==> src/rtl/pc_redirect_pkg.sv <==
// Shared types for the next-PC redirect controller.
// Optional feature macro: REDIRECT_STATS_EN (see pc_redirect_ctrl).
package pc_redirect_pkg;

    typedef enum logic {
        ST_IDLE,
        ST_PEND
    } state_e;

    typedef enum logic [1:0] {
        FL_NONE,
        FL_IF,
        FL_IF_ID
    } flush_e;

    localparam logic [2:0] SRC_SEQ = 3'b000;
    localparam logic [2:0] SRC_BTB = 3'b001;
    localparam logic [2:0] SRC_ID  = 3'b010;
    localparam logic [2:0] SRC_EX  = 3'b100;

    typedef struct packed {
        logic        valid;
        logic [31:0] target;
        logic [2:0]  src;
        flush_e      cls;
        logic        mispred;
    } redir_t;

endpackage

==> src/rtl/pc_redirect_ctrl_if.sv <==
// Redirect request / next-PC bundle between the pipeline and the PC controller.
// slave = controller side, master = pipeline side.
interface pc_redirect_ctrl_if #(
    parameter int CNT_W = 32
);
    logic [31:0]      PCPlus4;
    logic             BtbHit;
    logic [31:0]      BtbTarget;
    logic             JumpValid;
    logic [31:0]      JumpAddress;
    logic             JrValid;
    logic [31:0]      JrAddress;
    logic             BranchResolve;
    logic             BranchTaken;
    logic             BranchPredTaken;
    logic [31:0]      BranchTarget;
    logic [31:0]      BranchPC;
    logic             PCWriteEn;
    logic [31:0]      NextPC;
    logic             PCLoad;
    logic             FlushIF;
    logic             FlushID;
    logic [2:0]       RedirectSrc;
    logic             BtbUpdate;
    logic             BtbUpdateTaken;
    logic [31:0]      BtbUpdatePC;
    logic [31:0]      BtbUpdateTarget;
    logic [CNT_W-1:0] MispredCount;
    logic [CNT_W-1:0] RedirectCount;

    modport slave (
        input  PCPlus4, BtbHit, BtbTarget,
        input  JumpValid, JumpAddress,
        input  JrValid, JrAddress,
        input  BranchResolve, BranchTaken,
        input  BranchPredTaken, BranchTarget,
        input  BranchPC, PCWriteEn,
        output NextPC, PCLoad,
        output FlushIF, FlushID, RedirectSrc,
        output BtbUpdate, BtbUpdateTaken,
        output BtbUpdatePC, BtbUpdateTarget,
        output MispredCount, RedirectCount
    );

    modport master (
        output PCPlus4, BtbHit, BtbTarget,
        output JumpValid, JumpAddress,
        output JrValid, JrAddress,
        output BranchResolve, BranchTaken,
        output BranchPredTaken, BranchTarget,
        output BranchPC, PCWriteEn,
        input  NextPC, PCLoad,
        input  FlushIF, FlushID, RedirectSrc,
        input  BtbUpdate, BtbUpdateTaken,
        input  BtbUpdatePC, BtbUpdateTarget,
        input  MispredCount, RedirectCount
    );

endinterface

==> src/rtl/redirect_prio_enc.sv <==
// Fixed-priority select among mispredict, jr, jump, BTB hit and PC+4.
// Produces target, one-hot source and flush class of the winner.
module redirect_prio_enc
    import pc_redirect_pkg::*;
(
    input  logic [31:0] pc_plus4,
    input  logic        btb_hit,
    input  logic [31:0] btb_target,
    input  logic        jump_valid,
    input  logic [31:0] jump_address,
    input  logic        jr_valid,
    input  logic [31:0] jr_address,
    input  logic        br_resolve,
    input  logic        br_taken,
    input  logic        br_pred_taken,
    input  logic [31:0] br_target,
    input  logic [31:0] br_pc,
    output redir_t      req
);

    logic        mispred;
    logic [31:0] mis_target;

    // Winner of the current cycle; losers are simply not looked at.
    always_comb begin
        mispred    = br_resolve & (br_taken ^ br_pred_taken);
        mis_target = br_taken ? br_target : (br_pc + 32'd4);
        req        = '{valid: 1'b0, target: pc_plus4,
                       src: SRC_SEQ, cls: FL_NONE,
                       mispred: 1'b0};
        priority case (1'b1)
            mispred: begin
                req = '{valid: 1'b1, target: mis_target,
                        src: SRC_EX, cls: FL_IF_ID,
                        mispred: 1'b1};
            end
            jr_valid: begin
                req = '{valid: 1'b1, target: jr_address,
                        src: SRC_EX, cls: FL_IF_ID,
                        mispred: 1'b0};
            end
            jump_valid: begin
                req = '{valid: 1'b1, target: jump_address,
                        src: SRC_ID, cls: FL_IF,
                        mispred: 1'b0};
            end
            btb_hit: begin
                req = '{valid: 1'b1, target: btb_target,
                        src: SRC_BTB, cls: FL_NONE,
                        mispred: 1'b0};
            end
            default: ;
        endcase
    end

endmodule

==> src/rtl/pc_redirect_ctrl.sv <==
// Next-PC controller: redirect arbitration, stall hold, flushes, BTB update.
// Optional: REDIRECT_STATS_EN adds saturating mispredict/redirect counters.
module pc_redirect_ctrl
    import pc_redirect_pkg::*;
#(
    parameter logic [31:0] RESET_VECTOR = 32'h0000_0000,
    parameter int          CNT_W        = 32
) (
    input logic               Clk,
    input logic               Reset_n,
    pc_redirect_ctrl_if.slave bus
);

    redir_t      req;
    redir_t      sel;
    logic        ex_req;
    logic        holdable;
    logic        we;

    state_e      state_q, state_d;
    redir_t      hold_q, hold_d;
    logic        upd_q, upd_d;
    logic        upd_taken_q, upd_taken_d;
    logic [31:0] upd_pc_q, upd_pc_d;
    logic [31:0] upd_tgt_q, upd_tgt_d;

    redirect_prio_enc u_prio (
        .pc_plus4      (bus.PCPlus4),
        .btb_hit       (bus.BtbHit),
        .btb_target    (bus.BtbTarget),
        .jump_valid    (bus.JumpValid),
        .jump_address  (bus.JumpAddress),
        .jr_valid      (bus.JrValid),
        .jr_address    (bus.JrAddress),
        .br_resolve    (bus.BranchResolve),
        .br_taken      (bus.BranchTaken),
        .br_pred_taken (bus.BranchPredTaken),
        .br_target     (bus.BranchTarget),
        .br_pc         (bus.BranchPC),
        .req           (req)
    );

    // Pick live request or held one; a fresh EX redirect supersedes the hold
    // because it always belongs to the oldest instruction in flight.
    always_comb begin
        we       = bus.PCWriteEn;
        ex_req   = req.valid & (req.src == SRC_EX);
        holdable = req.valid & ((req.src == SRC_EX) | (req.src == SRC_ID));
        sel      = req;
        if (state_q == ST_PEND && !ex_req) begin
            sel = hold_q;
        end
    end

    // Outputs are forced to their reset values while Reset_n is low.
    always_comb begin
        bus.NextPC          = RESET_VECTOR;
        bus.PCLoad          = 1'b0;
        bus.RedirectSrc     = SRC_SEQ;
        bus.FlushIF         = 1'b0;
        bus.FlushID         = 1'b0;
        bus.BtbUpdate       = 1'b0;
        bus.BtbUpdateTaken  = 1'b0;
        bus.BtbUpdatePC     = 32'd0;
        bus.BtbUpdateTarget = 32'd0;
        if (Reset_n) begin
            bus.NextPC          = sel.target;
            bus.PCLoad          = we;
            bus.RedirectSrc     = sel.src;
            bus.FlushIF         = we & (sel.cls != FL_NONE);
            bus.FlushID         = we & (sel.cls == FL_IF_ID);
            bus.BtbUpdate       = upd_q;
            bus.BtbUpdateTaken  = upd_taken_q;
            bus.BtbUpdatePC     = upd_pc_q;
            bus.BtbUpdateTarget = upd_tgt_q;
        end
    end

    // Next-state: IDLE/PEND hold logic and BTB update capture.
    always_comb begin
        state_d     = state_q;
        hold_d      = hold_q;
        upd_d       = bus.BranchResolve & we;
        upd_taken_d = upd_taken_q;
        upd_pc_d    = upd_pc_q;
        upd_tgt_d   = upd_tgt_q;
        unique case (state_q)
            ST_IDLE: begin
                if (!we && holdable) begin
                    state_d = ST_PEND;
                    hold_d  = req;
                end
            end
            ST_PEND: begin
                if (we) begin
                    state_d = ST_IDLE;
                    hold_d  = '0;
                end else if (ex_req) begin
                    hold_d = req;
                end
            end
            default: state_d = ST_IDLE;
        endcase
        if (upd_d) begin
            upd_taken_d = bus.BranchTaken;
            upd_pc_d    = bus.BranchPC;
            upd_tgt_d   = bus.BranchTarget;
        end
    end

    // FSM, hold register and BTB update registers.
    always_ff @(posedge Clk or negedge Reset_n) begin
        if (!Reset_n) begin
            state_q     <= ST_IDLE;
            hold_q      <= '0;
            upd_q       <= 1'b0;
            upd_taken_q <= 1'b0;
            upd_pc_q    <= 32'd0;
            upd_tgt_q   <= 32'd0;
        end else begin
            state_q     <= state_d;
            hold_q      <= hold_d;
            upd_q       <= upd_d;
            upd_taken_q <= upd_taken_d;
            upd_pc_q    <= upd_pc_d;
            upd_tgt_q   <= upd_tgt_d;
        end
    end

`ifdef REDIRECT_STATS_EN
    logic [CNT_W-1:0] mis_cnt_q, mis_cnt_d;
    logic [CNT_W-1:0] red_cnt_q, red_cnt_d;
    logic             app_redir;

    // Count applied EX/ID redirects, saturating at all-ones.
    always_comb begin
        app_redir = we & sel.valid & (sel.src != SRC_BTB);
        mis_cnt_d = mis_cnt_q;
        red_cnt_d = red_cnt_q;
        if (app_redir && red_cnt_q != '1) begin
            red_cnt_d = red_cnt_q + CNT_W'(1);
        end
        if (app_redir && sel.mispred && mis_cnt_q != '1) begin
            mis_cnt_d = mis_cnt_q + CNT_W'(1);
        end
    end

    // Statistics counter registers.
    always_ff @(posedge Clk or negedge Reset_n) begin
        if (!Reset_n) begin
            mis_cnt_q <= '0;
            red_cnt_q <= '0;
        end else begin
            mis_cnt_q <= mis_cnt_d;
            red_cnt_q <= red_cnt_d;
        end
    end

    assign bus.MispredCount  = mis_cnt_q;
    assign bus.RedirectCount = red_cnt_q;
`else
    assign bus.MispredCount  = {CNT_W{1'b0}};
    assign bus.RedirectCount = {CNT_W{1'b0}};
`endif

endmodule
==> src/flat_wrapper.sv <==
// flat-port wrapper written by rule: the top's interface ports become plain ports
module pc_redirect_ctrl_flat import pc_redirect_pkg::*;
#(
    parameter logic [31:0] RESET_VECTOR = 32'h0000_0000,
    parameter int          CNT_W        = 32
)
  (Clk, Reset_n, bus_PCPlus4, bus_BtbHit, bus_BtbTarget, bus_JumpValid, bus_JumpAddress, bus_JrValid, bus_JrAddress, bus_BranchResolve, bus_BranchTaken, bus_BranchPredTaken, bus_BranchTarget, bus_BranchPC, bus_PCWriteEn, bus_NextPC, bus_PCLoad, bus_FlushIF, bus_FlushID, bus_RedirectSrc, bus_BtbUpdate, bus_BtbUpdateTaken, bus_BtbUpdatePC, bus_BtbUpdateTarget, bus_MispredCount, bus_RedirectCount);
  pc_redirect_ctrl_if #(.CNT_W(CNT_W)) bus_i ();
  input logic Clk;
  input logic Reset_n;
  input wire logic [$bits(bus_i.PCPlus4)-1:0] bus_PCPlus4;
  input wire logic [$bits(bus_i.BtbHit)-1:0] bus_BtbHit;
  input wire logic [$bits(bus_i.BtbTarget)-1:0] bus_BtbTarget;
  input wire logic [$bits(bus_i.JumpValid)-1:0] bus_JumpValid;
  input wire logic [$bits(bus_i.JumpAddress)-1:0] bus_JumpAddress;
  input wire logic [$bits(bus_i.JrValid)-1:0] bus_JrValid;
  input wire logic [$bits(bus_i.JrAddress)-1:0] bus_JrAddress;
  input wire logic [$bits(bus_i.BranchResolve)-1:0] bus_BranchResolve;
  input wire logic [$bits(bus_i.BranchTaken)-1:0] bus_BranchTaken;
  input wire logic [$bits(bus_i.BranchPredTaken)-1:0] bus_BranchPredTaken;
  input wire logic [$bits(bus_i.BranchTarget)-1:0] bus_BranchTarget;
  input wire logic [$bits(bus_i.BranchPC)-1:0] bus_BranchPC;
  input wire logic [$bits(bus_i.PCWriteEn)-1:0] bus_PCWriteEn;
  output wire logic [$bits(bus_i.NextPC)-1:0] bus_NextPC;
  output wire logic [$bits(bus_i.PCLoad)-1:0] bus_PCLoad;
  output wire logic [$bits(bus_i.FlushIF)-1:0] bus_FlushIF;
  output wire logic [$bits(bus_i.FlushID)-1:0] bus_FlushID;
  output wire logic [$bits(bus_i.RedirectSrc)-1:0] bus_RedirectSrc;
  output wire logic [$bits(bus_i.BtbUpdate)-1:0] bus_BtbUpdate;
  output wire logic [$bits(bus_i.BtbUpdateTaken)-1:0] bus_BtbUpdateTaken;
  output wire logic [$bits(bus_i.BtbUpdatePC)-1:0] bus_BtbUpdatePC;
  output wire logic [$bits(bus_i.BtbUpdateTarget)-1:0] bus_BtbUpdateTarget;
  output wire logic [$bits(bus_i.MispredCount)-1:0] bus_MispredCount;
  output wire logic [$bits(bus_i.RedirectCount)-1:0] bus_RedirectCount;
  assign bus_i.PCPlus4 = bus_PCPlus4;
  assign bus_i.BtbHit = bus_BtbHit;
  assign bus_i.BtbTarget = bus_BtbTarget;
  assign bus_i.JumpValid = bus_JumpValid;
  assign bus_i.JumpAddress = bus_JumpAddress;
  assign bus_i.JrValid = bus_JrValid;
  assign bus_i.JrAddress = bus_JrAddress;
  assign bus_i.BranchResolve = bus_BranchResolve;
  assign bus_i.BranchTaken = bus_BranchTaken;
  assign bus_i.BranchPredTaken = bus_BranchPredTaken;
  assign bus_i.BranchTarget = bus_BranchTarget;
  assign bus_i.BranchPC = bus_BranchPC;
  assign bus_i.PCWriteEn = bus_PCWriteEn;
  assign bus_NextPC = bus_i.NextPC;
  assign bus_PCLoad = bus_i.PCLoad;
  assign bus_FlushIF = bus_i.FlushIF;
  assign bus_FlushID = bus_i.FlushID;
  assign bus_RedirectSrc = bus_i.RedirectSrc;
  assign bus_BtbUpdate = bus_i.BtbUpdate;
  assign bus_BtbUpdateTaken = bus_i.BtbUpdateTaken;
  assign bus_BtbUpdatePC = bus_i.BtbUpdatePC;
  assign bus_BtbUpdateTarget = bus_i.BtbUpdateTarget;
  assign bus_MispredCount = bus_i.MispredCount;
  assign bus_RedirectCount = bus_i.RedirectCount;
  pc_redirect_ctrl #(.RESET_VECTOR(RESET_VECTOR), .CNT_W(CNT_W)) u_core (.Clk(Clk), .Reset_n(Reset_n), .bus(bus_i));
endmodule
==> config.mk <==
export PLATFORM = sky130hd
export DESIGN_NAME = pc_redirect_ctrl_flat
export DESIGN_NICKNAME = d
export VERILOG_FILES = /design/src/rtl/pc_redirect_pkg.sv /design/src/rtl/pc_redirect_ctrl_if.sv /design/src/rtl/redirect_prio_enc.sv /design/src/rtl/pc_redirect_ctrl.sv /design/src/flat_wrapper.sv
export SDC_FILE = /design/constraint.sdc
export NUM_CORES = 1
export LEC_CHECK = 0
export ABC_AREA = 1
export CAP_MARGIN = 20
export CORE_MARGIN = 5
export CORE_UTILIZATION = 45
export DETAILED_ROUTE_END_ITERATION = 10
export GPL_TIMING_DRIVEN = 0
export PLACE_DENSITY = 0.85
export SLEW_MARGIN = 20
export SYNTH_ARGS = -nofsm -noshare
export SYNTH_HDL_FRONTEND = slang
export SYNTH_HIERARCHICAL = 1
export SYNTH_SLANG_ARGS = --single-unit
==> constraint.sdc <==
create_clock -name Clk -period 4.8 [get_ports Clk]
set_input_delay 0.96 -clock Clk [delete_from_list [all_inputs] [get_ports Clk]]
set_output_delay 0.96 -clock Clk [all_outputs]
set_load 0.02 [all_outputs]
# Yosys cells after proc, flatten, opt, wreduce, memory -nomap -nowiden
# Index checks and enable logic that the tools add are counted.
dict set report word_totals {
  reg_bits 105
  wordCells 52
  out_inout_bits 168
  input_bits 201
}
dict set report classes {
  reduce_logical 6
  addsub 1
  eq_ne 5
  bitwise_logic 9
  mux 22
}
# operator n
set ops {}
lappend ops {{$mux 39} 7}
lappend ops {{$mux 32} 4}
lappend ops {{$pmux 39 s2} 1}
lappend ops {{$mux 38} 1}
lappend ops {{$add 32x3->32 const B} 1}
lappend ops {{$mux 1} 7}
lappend ops {{$and 1x1->1} 6}
lappend ops {{$eq 3x2->1 const B} 1}
lappend ops {{$eq 3x3->1 const B} 1}
lappend ops {{$mux 3} 1}
lappend ops {{$ne 3x2->1 const B} 1}
lappend ops {{$eq 2x2->1 const B} 1}
lappend ops {{$logic_and 1x1->1} 2}
lappend ops {{$logic_not 1->1} 2}
lappend ops {{$ne 2x1->1 const B} 1}
lappend ops {{$pmux 1 s2} 1}
lappend ops {{$reduce_and 2->1} 1}
lappend ops {{$reduce_bool 2->1} 1}
lappend ops {{$not 1->1} 1}
lappend ops {{$or 1x1->1} 1}
lappend ops {{$xor 1x1->1} 1}

# Depth between registers and ports, before layout
# Gate-level depths: netlist of run 1.
dict set report logic_depth {
  word_depth 12
  depth_mapped 15
}

# Cells and area by module
# The synthesis of run 1 kept the hierarchy.
# mod cells_each area_per_inst_um2 n_inst
set modules_own_cells {}
lappend modules_own_cells {pc_redirect_ctrl 825 5977.0 1}
lappend modules_own_cells {redirect_prio_enc 514 2419.8 1}

# Least setup slack after synthesis of run 1
# Ideal clock, no wire load.
dict set report synth_timing {
  path_kind {input -> output}
  from {input bus_BranchTaken}
  to {output bus_NextPC[10]}
  n_path_buf 3
  arrival_ns 2.538
  slack_ns 1.302
  required_time_ns 3.840
  path_stages 12
  path_cell_list {nor2_1 > nor2_2 > inv_2 > nand2_1 > nor2_1 > buf_4 > nor2_2 > nand2_2 > buf_4 > buf_4 > nand3_1 > a21oi_1}
}
# item line_no
set synth_rtl {}
lappend synth_rtl {{from (decl)} flat_wrapper.sv:19} ;# input wire logic [$bits(bus_i.BranchTaken)-1:0] bus_BranchTaken;
lappend synth_rtl {{to (decl)} flat_wrapper.sv:24} ;# output wire logic [$bits(bus_i.NextPC)-1:0] bus_NextPC;

==> results.cfg, run 1 <==
[outcome]
outcome = completed

[floorplanning]
core_area_um2 = 18500
initial_core_util = 0.453
core.rowCount = 50
die_x_um = 147
fp.dieH_um = 147
io_pins = 369
die_area_um2 = 21500

[power]
internal_power_mw = 2.03
cellPowerDensity_nw_per_um2 = 264
ir_drop_uv = 172
clockPowerShare = 0.236
combPwrFrac = 0.405
switchingPower_mw = 1.21
p_sw_frac = 0.374
p_leak_nw = 6.51
sequentialPowerShare = 0.359

[detailed_routing]
firstDrtPassIters = 6
ant_nets = 0
vias = 10300
first_iter_violations = 1211
drc = 0
wl_per_cell_um = 18.2
routed_wl_um = 35500
viasPerCell = 5.25

[critical_path]
timing.critical_path.buf_inv = 4
slowest_stage = clkdlybuf4s50_1
cp_slowest_stage_delay_ns = 0.65
critical-path-top-delay-family = buffers and inverters
setup.worst_path.end_class = output port
cp-startpoint = bus_JrValid
worst_ep_required_time_ns = 3.84
start_kind = input pin
crit_arrival_ns = 3.69
crit_type = input pin to output port
worstPathMaxFanout = 10
reg2reg_from = u_core/state_q
cp_cell_sequence = clkdlybuf4s50_1, inv_1, clkbuf_1, o31ai_1, a21oi_1, nand2_1, a21oi_1, clkdlybuf4s50_1

[timing]
timing.setup.tns_ns = 0
period_minus_slack_ns = 4.65
setup_violations = 0
post-route-period-util = 0.970
rsz0062_at_grt = false
hold_viol_final = 0
setup_ws_ns = 0.146
worst_pin_slew_ns = 0.866
slew_headroom = 0.423
slew_viol_final = 0
fin_worst_skew_ns = 0.00483
fmax_mhz = 215

[global_route]
grt_max_degree = 67
first_global_vias = 9863
overflow = 0
grt_use_total = 0.320
grt_antenna_before_repair = 0
grt_pass1_wl_um = 54400

[clock_network]
numCtsBuffers = 9
cts_sinks = 104
clock_latency_ns = 0.35
cts_tree = yes
clockRootBuffer = clkbuf_16
cts_hold_buffers = 0
h-tree-depth = 3
cts_buffer_depth = 2
clkTransAtPathRegs_ns = 0.07

[logic_synthesis]
synthesis.area_um2 = 8390
syn_inst = 1338
yosysWarnings = 6
synth_area_per_cell_um2 = 6.27

[cells_and_area]
fin_nets = 1918
syn_to_final_growth_pct = 46.1
diodes = 0
fill_cells = 1731
drive_gt1_frac = 0.103

[placed_design]
place_congestion = 1.00
io_buffers = 303
place_ws_ns = -0.250
dp_hpwl_um = 28500

[flow_run]
drv_cap = 0

[min_path]
worst_hold_path_type = flop to flop
worstHoldStart = u_core/upd_tgt_q[4]
path summary, 6_finish.rpt:
check	to	slack (ns)	depth (start not counted)
min	u_core/upd_tgt_q[4]	0.48	2
min in group asynchronous	u_core/upd_tgt_q[6]	0.53	1
max	bus_NextPC[1]	0.15	8
max in group asynchronous	u_core/upd_pc_q[26]	3.59	2
max reg2reg	u_core/hold_q[12]	3.30	5
min reg2reg	u_core/upd_tgt_q[4]	0.48	2
layout make-up:
class	count	area (um^2)	area share
buffer	145	950	0.0775
clock buffer	11	243	0.0198
clock inverter	5	56.3	0.00459
inverter	110	418	0.0341
multi-input combinational	1042	4660	0.380
sequential	104	2600	0.212
tap	234	293	0.0239
timing repair buffer	304	3040	0.248
per-stage QoR:
stage,total power [mW],instance area (um^2),hold slack [ns],utilization,std cells
floorplan,1.89,8630,0.449,-,1401
global placement,2.45,12000,0.462,0.645,1938
detailed placement,2.48,12000,0.466,0.647,1939
CTS,3.22,12200,0.485,0.661,1955
global route,3.40,12300,0.506,0.662,1955
finish,3.24,12300,0.481,0.662,1955
flip-flops by register name, indices dropped and copies added (netlist names):
name,flops
u_core/hold_q,37
u_core/state_q,1
u_core/upd_pc_q,32
u_core/upd_q,1
u_core/upd_taken_q,1
u_core/upd_tgt_q,32
cells in the final DEF (no fill, tap or decap), types with 3 or more instances in the layout:
cell and count:
nand2_1 540, clkdlybuf4s50_1 266, nand3_1 144, dfrtp_1 104
inv_1 102, nor2_1 93, buf_4 82, conb_1 64
a21oi_1 56, buf_2 33, o21ai_0 32, dlygate4sd2_1 31
o211ai_1 24, clkbuf_1 21, a21boi_0 17, a22oi_1 13
nand3_2 10, clkbuf_16 9, buf_6 8, nor2_2 6
nor2_4 6, dlymetal6s2s_1 5, inv_2 5, nand2_2 5
nand4_1 5, and2_1 4, xnor2_1 4, a22o_1 3
o31ai_1 3
power groups by stage:
| stage | registers (mW) | logic [mW] | clock network, mW |
|---|---|---|---|
| floorplan | 1.14 | 0.750 | 0 |
| global placement | 1.17 | 1.29 | 0 |
| detailed placement | 1.17 | 1.31 | 0 |
| CTS | 1.16 | 1.30 | 0.769 |
| global route | 1.18 | 1.42 | 0.806 |
| finish | 1.16 | 1.31 | 0.764 |
routing by layer:
metal,vias to the layer above,share of wire,GRT usage
met5,-,0,0
met4,0,0.038,0.120
met3,85,0.094,0.0627
met2,610,0.47,0.540
met1,4719,0.40,0.408
li1,4843,-,-
timing repair:
action	4_1_cts	5_1_grt
gates resized for setup	35	5
endpoints found under the hold margin	0	0
buffers inserted	0	0
endpoints found under the setup margin	37	5
worst register-to-register path: cells and delay by family (launching register included):
kind / cells / cell delay (ns)
buffers and inverters: 2 / 0.60
and+or+nand+nor: 3 / 0.46
DFF: 1 / 0.37
Note: power is estimated with default switching activity, not from simulation.
==> run 2, diff against run 1 <==
--- a/config.mk
+++ b/config.mk
@@ -7,11 +7,13 @@
 export LEC_CHECK = 0
 export ABC_AREA = 1
 export CAP_MARGIN = 20
+export CELL_PAD_IN_SITES_DETAIL_PLACEMENT = 1
+export CELL_PAD_IN_SITES_GLOBAL_PLACEMENT = 1
 export CORE_MARGIN = 5
-export CORE_UTILIZATION = 45
+export CORE_UTILIZATION = 31
 export DETAILED_ROUTE_END_ITERATION = 10
 export GPL_TIMING_DRIVEN = 0
-export PLACE_DENSITY = 0.85
+export PLACE_DENSITY = 0.94
 export SLEW_MARGIN = 20
 export SYNTH_ARGS = -nofsm -noshare
 export SYNTH_HDL_FRONTEND = slang
==> run 2 against run 1 <==
Against the previous run: die area grew 42%; non-clock buffer count is the same; critical path depth grew 6; critical endpoint is now bus_NextPC[21]; largest power group unchanged; highest routed layer is now met5.
==> results.cfg, run 2 (synthesized netlist as in run 1, its figures left out) <==
[placed_design]
io_buffers = 303
placed_area_um2 = 12100
dp_hpwl_um = 34200
place_ws_ns = -0.449
place_congestion = 0.922

[min_path]
holdPathStages = 2
worstHoldStart = u_core/upd_tgt_q[5]
whs_endpoint = u_core/upd_tgt_q[5]
worst_hold_path_type = flop to flop

[floorplanning]
io_pins = 369
die_area_um2 = 30500
core.rowCount = 60
die_x_um = 175
initial_core_util = 0.313
core_area_um2 = 26800
fp.dieH_um = 175

[detailed_routing]
drc = 0
wl_per_cell_um = 20.3
routed_wl_um = 42000
firstDrtPassIters = 5
vias = 10300
first_iter_violations = 815
ant_nets = 0
viasPerCell = 5.00

[critical_path]
crit_top_cell = inv_1
reg2regPathDepth = 5
setup.worst_path.end_class = output port
cp_slowest_stage_delay_ns = 0.49
crit_arrival_ns = 3.75
worstPathMaxFanout = 10
crit_type = input pin to output port
worst_ep_required_time_ns = 3.84
reg2reg_setup_slack_ns = 3.17
slowest_stage = clkdlybuf4s50_1
timing.rr.end = u_core/hold_q[7]
cp_cell_sequence = clkdlybuf4s50_1, inv_1, clkbuf_4, nand2_2, inv_1, nand2_1, inv_1, nor2_1, nand2_2, buf_4, buf_4, nand3_1, a21oi_1, dlygate4sd2_1
start_kind = input pin
reg2reg_from = u_core/state_q

[timing]
setup_ws_ns = 0.0939
slew_headroom = 0.458
fmax_mhz = 212
slew_viol_final = 0
hold_slack_ns = 0.485
setup_violations = 0
hold_viol_final = 0
period_minus_slack_ns = 4.71
fin_worst_skew_ns = 0.00594
post-route-period-util = 0.980
worst_pin_slew_ns = 0.813

[global_route]
grt_max_degree = 62
grt_antenna_before_repair = 2
grt_use_total = 0.267
first_global_vias = 10900
grt_pass1_wl_um = 63300
overflow = 0

[clock_network]
cts_sinks = 104
numCtsBuffers = 9
clock_latency_ns = 0.36
cts_tree = yes
cts_hold_buffers = 0
h-tree-depth = 3
clockRootBuffer = clkbuf_16
cts_buffer_depth = 2
clkTransAtPathRegs_ns = 0.08
post_cts_buffers = 0

[cells_and_area]
top_register = u_core/hold_q
layout_common_cells = nand2_1, clkdlybuf4s50_1, nand3_1
reg_top3 = u_core/hold_q x37, u_core/upd_pc_q x32, u_core/upd_tgt_q x32
drive_gt1_frac = 0.106
largest_reg_flops = 37
fin_nets = 1918
syn_to_final_growth_pct = 47.8
fill_cells = 3538
mostFrequentLayoutCell = nand2_1
fin_area_um2 = 12400

[flow_run]
drv_cap = 0

[power]
cellPowerDensity_nw_per_um2 = 263
ir_drop_uv = 179
p_leak_nw = 6.48

[outcome]
outcome = completed
[run 2: cell count changes in the layout (fill, tap and decap cells not counted), moves of 2 or more]
cell and change:
clkbuf_1 -2, clkdlybuf4s15_2 +2, clkdlybuf4s50_1 +2, dlygate4sd2_1 -3, dlymetal6s2s_1 -2, inv_6 +2
[run 2: critical path: cells and delay by family]
kind	cells	cell delay, ns
simple gates	5	0.51
buf+inv	8	2.00
compound gates	1	0.26
[run 2: how the worst max path moves through the flow]
stage | start | depth (start not counted) | slack, ns | endpoint
after detailed placement | bus_BranchTaken | 15 | -0.45 | bus_NextPC[21]
final | bus_JrValid | 14 | 0.09 | bus_NextPC[21]
after global routing | bus_JrValid | 14 | -0.05 | bus_FlushIF
after CTS | bus_JrValid | 14 | 0.03 | bus_NextPC[2]
after floorplan | bus_BranchTaken | 12 | 1.30 | bus_NextPC[10]
after global placement | Reset_n | 5 | -4.39 | bus_NextPC[21]
[run 2: repair_timing]
item,CTS,global route
setup endpoints to repair,37,5
resized for setup,39,7
pin swaps,0,0
[run 2: cell type report]
class	count	area, um^2	share of cell area
Tap cell	341	427	0.0344
Multi-Input combinational cell	1042	4670	0.377
Clock inverter	6	50.0	0.00404
Antenna cell	1	2.50	0.000202
Timing Repair Buffer	304	3040	0.245
Buffer	145	951	0.0767
Inverter	110	418	0.0337
Clock buffer	10	239	0.0193
Sequential cell	104	2600	0.210
[run 2: metrics by stage]
stage	TNS, ns	instances	power, mW	util
6_report	0	2063	3.26	0.463
5_1_grt	-0.0546	2063	3.44	0.463
4_1_cts	0	2062	3.27	0.462
3_5_place_dp	-11.03	2046	2.53	0.452
3_3_place_gp	-512.47	2045	2.48	0.451
2_1_floorplan	0	1401	1.89	-
[run 2: metal layers]
metal,vias to the layer above,share of wire,track usage
met4,2,0.037,0.0949
met2,442,0.48,0.460
met3,64,0.063,0.0463
li1,4850,-,-
met5,-,0.00017,0
met1,4960,0.42,0.337
[run 2: where the power goes]
part / internal (mW) / switching [mW]
Clock: 0.375 / 0.370
Combinational: 0.557 / 0.798
Sequential: 1.05 / 0.110
